**src/rtl/alu_ctrl.sv**
```systemverilog
// alu_ctrl: sequences one parsed add/sub operation at a time onto the 32-bit
// ALU. It latches the operands, pulses alu_start, and waits for alu_done under
// a timeout. The result and its flags are then held on a valid/ready port
// until the result is accepted.
module alu_ctrl #(
    parameter int TIMEOUT = 16
) (
    input  logic        clk,
    input  logic        n_rst,
    input  logic        parser_done,
    input  logic [31:0] a,
    input  logic [31:0] b,
    input  logic        operator,
    input  logic        data_type,
    output logic        ctrl_busy,
    output logic        alu_start,
    output logic [31:0] alu_a,
    output logic [31:0] alu_b,
    output logic        alu_operator,
    output logic        alu_data_type,
    input  logic        alu_done,
    input  logic [31:0] alu_out,
    output logic        res_valid,
    input  logic        res_ready,
    output logic [31:0] res_data,
    output logic        res_ovf,
    output logic        res_err,
    output logic [15:0] op_cnt
);

    localparam int TW = $clog2(TIMEOUT);
    localparam logic [TW-1:0] T_LAST = TW'(TIMEOUT - 1);

    localparam logic [1:0] S_IDLE  = 2'd0;
    localparam logic [1:0] S_ISSUE = 2'd1;
    localparam logic [1:0] S_WAIT  = 2'd2;
    localparam logic [1:0] S_RESP  = 2'd3;

    logic [1:0]    state_r;
    logic [1:0]    state_nxt_s;
    logic [TW-1:0] timer_r;

    // Overflow/carry/borrow flag from the latched operands and the ALU result.
    // Unsigned: carry out of an add shows as a wrapped (smaller) result, and a
    // subtract borrows when the minuend is below the subtrahend. Signed: the
    // result sign disagrees with the operand signs that make overflow possible.
    function automatic logic calc_ovf(
        input logic [31:0] op_a,
        input logic [31:0] op_b,
        input logic [31:0] r,
        input logic        sub,
        input logic        sgn
    );
        logic v;
        case ({sgn, sub})
            2'b00:   v = (r < op_a);
            2'b01:   v = (op_a < op_b);
            2'b10:   v = (op_a[31] == op_b[31]) && (r[31] != op_a[31]);
            2'b11:   v = (op_a[31] != op_b[31]) && (r[31] != op_a[31]);
            default: v = 1'b0;
        endcase
        return v;
    endfunction

    // Next-state decode; alu_done takes priority over the final timer cycle.
    always_comb begin
        state_nxt_s = state_r;
        case (state_r)
            S_IDLE: begin
                if (parser_done) begin
                    state_nxt_s = S_ISSUE;
                end else begin
                    state_nxt_s = S_IDLE;
                end
            end
            S_ISSUE: state_nxt_s = S_WAIT;
            S_WAIT: begin
                if (alu_done) begin
                    state_nxt_s = S_RESP;
                end else if (timer_r == T_LAST) begin
                    state_nxt_s = S_RESP;
                end else begin
                    state_nxt_s = S_WAIT;
                end
            end
            S_RESP: begin
                if (res_ready) begin
                    state_nxt_s = S_IDLE;
                end else begin
                    state_nxt_s = S_RESP;
                end
            end
            default: state_nxt_s = S_IDLE;
        endcase
    end

    // State register; the status outputs are registered from the next state
    // so that they line up with the state they describe.
    always_ff @(posedge clk or negedge n_rst) begin
        if (!n_rst) begin
            state_r   <= S_IDLE;
            ctrl_busy <= 1'b0;
            alu_start <= 1'b0;
            res_valid <= 1'b0;
        end else begin
            state_r   <= state_nxt_s;
            ctrl_busy <= (state_nxt_s != S_IDLE);
            alu_start <= (state_nxt_s == S_ISSUE);
            res_valid <= (state_nxt_s == S_RESP);
        end
    end

    // Datapath: operand latch, wait timer, result capture and handshake count.
    always_ff @(posedge clk or negedge n_rst) begin
        if (!n_rst) begin
            alu_a         <= 32'd0;
            alu_b         <= 32'd0;
            alu_operator  <= 1'b0;
            alu_data_type <= 1'b0;
            timer_r       <= '0;
            res_data      <= 32'd0;
            res_ovf       <= 1'b0;
            res_err       <= 1'b0;
            op_cnt        <= 16'd0;
        end else begin
            case (state_r)
                S_IDLE: begin
                    if (parser_done) begin
                        alu_a         <= a;
                        alu_b         <= b;
                        alu_operator  <= operator;
                        alu_data_type <= data_type;
                    end
                end
                S_ISSUE: timer_r <= '0;
                S_WAIT: begin
                    if (alu_done) begin
                        res_data <= alu_out;
                        res_ovf  <= calc_ovf(alu_a, alu_b, alu_out,
                                             alu_operator, alu_data_type);
                        res_err  <= 1'b0;
                    end else if (timer_r == T_LAST) begin
                        res_data <= 32'd0;
                        res_ovf  <= 1'b0;
                        res_err  <= 1'b1;
                    end else begin
                        timer_r <= timer_r + TW'(1);
                    end
                end
                S_RESP: begin
                    if (res_ready) begin
                        op_cnt <= op_cnt + 16'd1;
                    end
                end
                default: ;
            endcase
        end
    end

endmodule

```
**config.mk**
```make
export PLATFORM = sky130hd
export DESIGN_NAME = alu_ctrl
export DESIGN_NICKNAME = d
export VERILOG_FILES = /design/src/rtl/alu_ctrl.sv
export SDC_FILE = /design/constraint.sdc
export NUM_CORES = 1
export LEC_CHECK = 0
export ABC_AREA = 1
export ABC_CLOCK_PERIOD_IN_PS = 1800
export BUFFER_PORTS_ARGS = -buffer_cell sky130_fd_sc_hd__buf_2
export CORE_ASPECT_RATIO = 1.4
export CORE_MARGIN = 2
export CORE_UTILIZATION = 50
export CTS_CLUSTER_DIAMETER = 100
export DETAILED_ROUTE_END_ITERATION = 10
export PLACE_DENSITY = 0.81
export SYNTH_ARGS = -nofsm -noshare
export SYNTH_HDL_FRONTEND = slang
export SYNTH_SLANG_ARGS = --single-unit
export TNS_END_PERCENT = 20
```
**constraint.sdc**
```tcl
create_clock -name clk -period 1.8 [get_ports clk]
set_input_delay 0 -clock clk [delete_from_list [all_inputs] [get_ports clk]]
set_output_delay 0 -clock clk [all_outputs]
set_load 0.005 [all_outputs]
```
==> results.sh <==
export IMPL_outcome="finished, violations left"
export IMPL_violations="negative setup slack"
export IMPL_ios=222
export IMPL_rrSetupSlack_ps=-60
export IMPL_root_buffer="clkbuf_16"
export IMPL_numPortBuffers=221
export IMPL_worstPathCellList="ha_1 -> nand2_1 -> o21ai_0 -> a21oi_2 -> nand2_2 -> nand2_1 -> nand2_1 -> nand2_1 -> nand3_1 -> nand2_1"
export IMPL_start_util_pct=50.9
export IMPL_wire_per_inst_um=17.4
export IMPL_cp_top_family="simple AND/OR/NAND/NOR gates"
export IMPL_max_freq_mhz=538
export IMPL_synthTopCellsByCount="147 x nand2_1, 125 x dfrtp_1, 93 x inv_1"
export IMPL_gp_congestion=0.853
export IMPL_grt_pass1_wl_um=31100
export IMPL_antenna_found_initial=0
export IMPL_grt_setup_unrepaired="true"
export IMPL_core_area_mm2=0.0123
export IMPL_fill_cells=809
export IMPL_hold_class="input pin to async pin"
export IMPL_timing_hold_ws_ps=24.9
export IMPL_clock_latency_ps=410
export IMPL_startpoint_type="flip-flop"
export IMPL_ant_nets=0
export IMPL_intPower_w=0.00946
export IMPL_wl_um=20300
export IMPL_finalMaxSlewViolations=0
export IMPL_clockBufferDepth=2
export IMPL_wl_met1_um=7500
export IMPL_grt_max_degree=105
export IMPL_clockPowerShare_pct=23.8
export IMPL_synth_edf_count=0
export IMPL_cts_reportedPaths_clkPinSlew_ps=60
export IMPL_cts_tree="yes"
export IMPL_layout_nets=1171
export IMPL_yosysMostFrequentCell="nand2_1"
export IMPL_die_height_um=136
export IMPL_htree_levels=4
export IMPL_setup_ws_ps=-58.7
export IMPL_viasPerCell=5.25
export IMPL_path_class="flip-flop to flip-flop"
export IMPL_vdd_drop_max_uv=926
export IMPL_place_area_mm2=0.00759
export IMPL_area_growth_pct=50.7
export IMPL_synth_area_per_cell_um2=9.33
export IMPL_drt_iter0_drc=286
export IMPL_numCtsBuffers=17
export IMPL_num_antenna_cells=0
export IMPL_dr_wl_met3_um=1100
export IMPL_via_count=6128
export IMPL_rows=48
export IMPL_grt_usage_pct=29.5
export IMPL_synth_top_family_by_area="simple AND/OR/NAND/NOR gates"
export IMPL_dp_hpwl_um=12500
export IMPL_yosysWarnings=0
export IMPL_synth_compound_area_share_pct=13.6
export IMPL_synthTopCellsByArea="dfrtp_1 50%, ha_1 13%, nand2_1 8.8%, o21ai_0 6.0%, inv_1 5.6%"
export IMPL_sequentialPowerShare_pct=31.8
export IMPL_hold_violations=0
export IMPL_finClkSkew_ps=9.46
export IMPL_synth_nets=836
export IMPL_synth_xor_area_share_pct=2.25
export IMPL_worstPathArrival_ps=2150
export IMPL_synth_top_area_cell="dfrtp_1"
export IMPL_cellPowerDensity_mw_per_mm2=1650
export IMPL_yosys_cell_types_count=31
export IMPL_worstRegToRegCells=10
export IMPL_dr_wl_met2_um=10900
export IMPL_maxCapViolations=0
export IMPL_die_w_um=98.4
export IMPL_yosys_area_top_type_share_pct=50.1
export IMPL_synthMuxAreaShare_pct=0.180
export IMPL_path_common_cell="nand2_1"
export IMPL_setup_tns_ps=-58.7
export IMPL_drt_first_pass_iters=5
export IMPL_slowest_stage="dfrtp_1"
export IMPL_p_leak_nw=4.96
export IMPL_yosysSeqAreaShare_pct=50.1
export IMPL_rr_endpoint="res_ovf"
export IMPL_swShare_pct=39.2
export IMPL_grt_pass1_vias=6393
export IMPL_synth_flop_cell="dfrtp_1"
export IMPL_end_kind="flip-flop"
export IMPL_layout_min_cycle_time_ps=1860
export IMPL_synth_area_mm2=0.00624
export IMPL_p_switching_w=0.00609
export IMPL_slowest_delay_ps=410
export IMPL_drive_gt1_share_pct=30.0
export IMPL_synth_cells=669
export IMPL_ys_ff_latch=125
export IMPL_drc=0
export IMPL_routed_top_layer="met4"
export IMPL_combPwrFrac_pct=44.4
export IMPL_async_flop_share_pct=100
export IMPL_cp_buffers_inverters=0
export IMPL_slew_limit_headroom_pct=67.1
export IMPL_yosys_area_share_simple_pct=14.1
export IMPL_cp_data_required_time_ps=2090
export IMPL_cts_sinks=125
export IMPL_power_w=0.0155
export IMPL_r2r_start="alu_a[11]"
export IMPL_dieArea_mm2=0.0134
export IMPL_period_share_pct=103
export IMPL_finalSetupViolations=1
export IMPL_crit_fanout=3
export IMPL_grt_overflow_total=0
export IMPL_final_cell_area_mm2=0.00940
export IMPL_worst_slew_pin_slew_ps=489
export IMPL_synthAdderAreaFrac_pct=12.8
layout by cell type (no fill, tap or decap), types with 2 or more instances in the layout:
| cell type | synthesis | layout |
|---|---|---|
| nor2_1 | 20 | 15 |
| nand3_1 | 16 | 15 |
| nor3_2 | 0 | 3 |
| inv_6 | 0 | 2 |
| ha_1 | 64 | 60 |
| dfrtp_1 | 125 | 125 |
| bufinv_16 | 0 | 4 |
| clkinvlp_4 | 0 | 3 |
| nor2_2 | 5 | 7 |
| dlygate4sd3_1 | 0 | 101 |
| o21ai_0 | 75 | 74 |
| xor2_1 | 7 | 7 |
| clkbuf_8 | 0 | 2 |
| buf_4 | 0 | 12 |
| clkinv_2 | 0 | 3 |
| a22o_1 | 31 | 31 |
| xnor2_1 | 9 | 9 |
| o21a_1 | 2 | 2 |
| inv_2 | 0 | 4 |
| buf_2 | 6 | 220 |
| ha_4 | 0 | 4 |
| nand2_2 | 1 | 2 |
| clkbuf_16 | 0 | 18 |
| inv_1 | 93 | 88 |
| a21oi_1 | 31 | 28 |
| nor2_4 | 1 | 4 |
| buf_12 | 0 | 2 |
| nand3_2 | 2 | 3 |
| a21oi_2 | 0 | 3 |
| nand2_1 | 147 | 146 |
| nand4_1 | 5 | 5 |
| clkinv_4 | 0 | 2 |
through the flow:
| stage | util, % | setup slack (ps) | cells |
|---|---|---|---|
| final | 76.7 | -58.7 | 1167 |
| after detailed placement | 61.9 | 50.4 | 1031 |
| after floorplan | - | 208 | 669 |
| after CTS | 75.4 | 35.5 | 1164 |
| after global placement | 61.9 | 93.9 | 1031 |
| after global routing | 76.7 | -143 | 1167 |
worst max path at each step:
| stage | start | to | slack (ps) | cells after the start |
|---|---|---|---|---|
| after floorplan | alu_a[31] | res_ovf | 210 | 12 |
| after global placement | alu_a[31] | res_ovf | 90 | 12 |
| after detailed placement | alu_a[31] | res_ovf | 50 | 12 |
| after CTS | alu_a[31] | res_ovf | 40 | 12 |
| after global routing | alu_b[11] | res_ovf | -140 | 11 |
| final | alu_a[11] | res_ovf | -60 | 10 |
cell families (layout without fill, tap and decap cells):
family,Yosys count,count (layout)
AOI/OAI and AO/OA,143,143
DFF,125,125
buffers and inverters,114,462
muxes,1,1
xor gates and xnor gates,16,16
and+or+nand+nor,206,206
adders and majority gates,64,64
routing by layer:
metal / track usage, % / vias up
met2: 53.1 / 265
met5: 0 / -
met3: 5.35 / 59
li1: - / 2886
met1: 33.5 / 2918
met4: 14.4 / 0
power groups by stage:
stage,clock network (W),logic [W],registers [W]
after global routing,0.00387,0.00775,0.00509
after global placement,0,0.00589,0.00485
final,0.00370,0.00690,0.00494
after CTS,0.00373,0.00631,0.00487
after floorplan,0,0.00344,0.00493
after detailed placement,0,0.00610,0.00489
sequential cells by signal (all words and copies together) (netlist names):
signal	flops
timer_r	4
res_valid	1
alu_data_type	1
state_r	2
res_data	32
alu_operator	1
alu_a	32
alu_start	1
res_ovf	1
op_cnt	16
alu_b	32
res_err	1
ctrl_busy	1
area by class of cell:
class / instances / area [um^2] / share of cell area, %
multi-input combinational: 430 / 2800 / 29.8
tap: 150 / 188 / 2.00
clock inverter: 13 / 188 / 2.00
sequential: 125 / 3130 / 33.3
inverter: 93 / 350 / 3.73
timing repair buffer: 337 / 2290 / 24.4
clock buffer: 19 / 453 / 4.82
what timing repair did:
| action | 4_1_cts | 5_1_grt |
|---|---|---|
| hold buffers | 101 | 0 |
| setup buffers | 0 | 2 |
| endpoints found under the setup margin | 0 | 8 |
| endpoints found under the hold margin | 229 | 0 |
| resized for setup | 0 | 26 |
(Power assumes the default switching activity.)
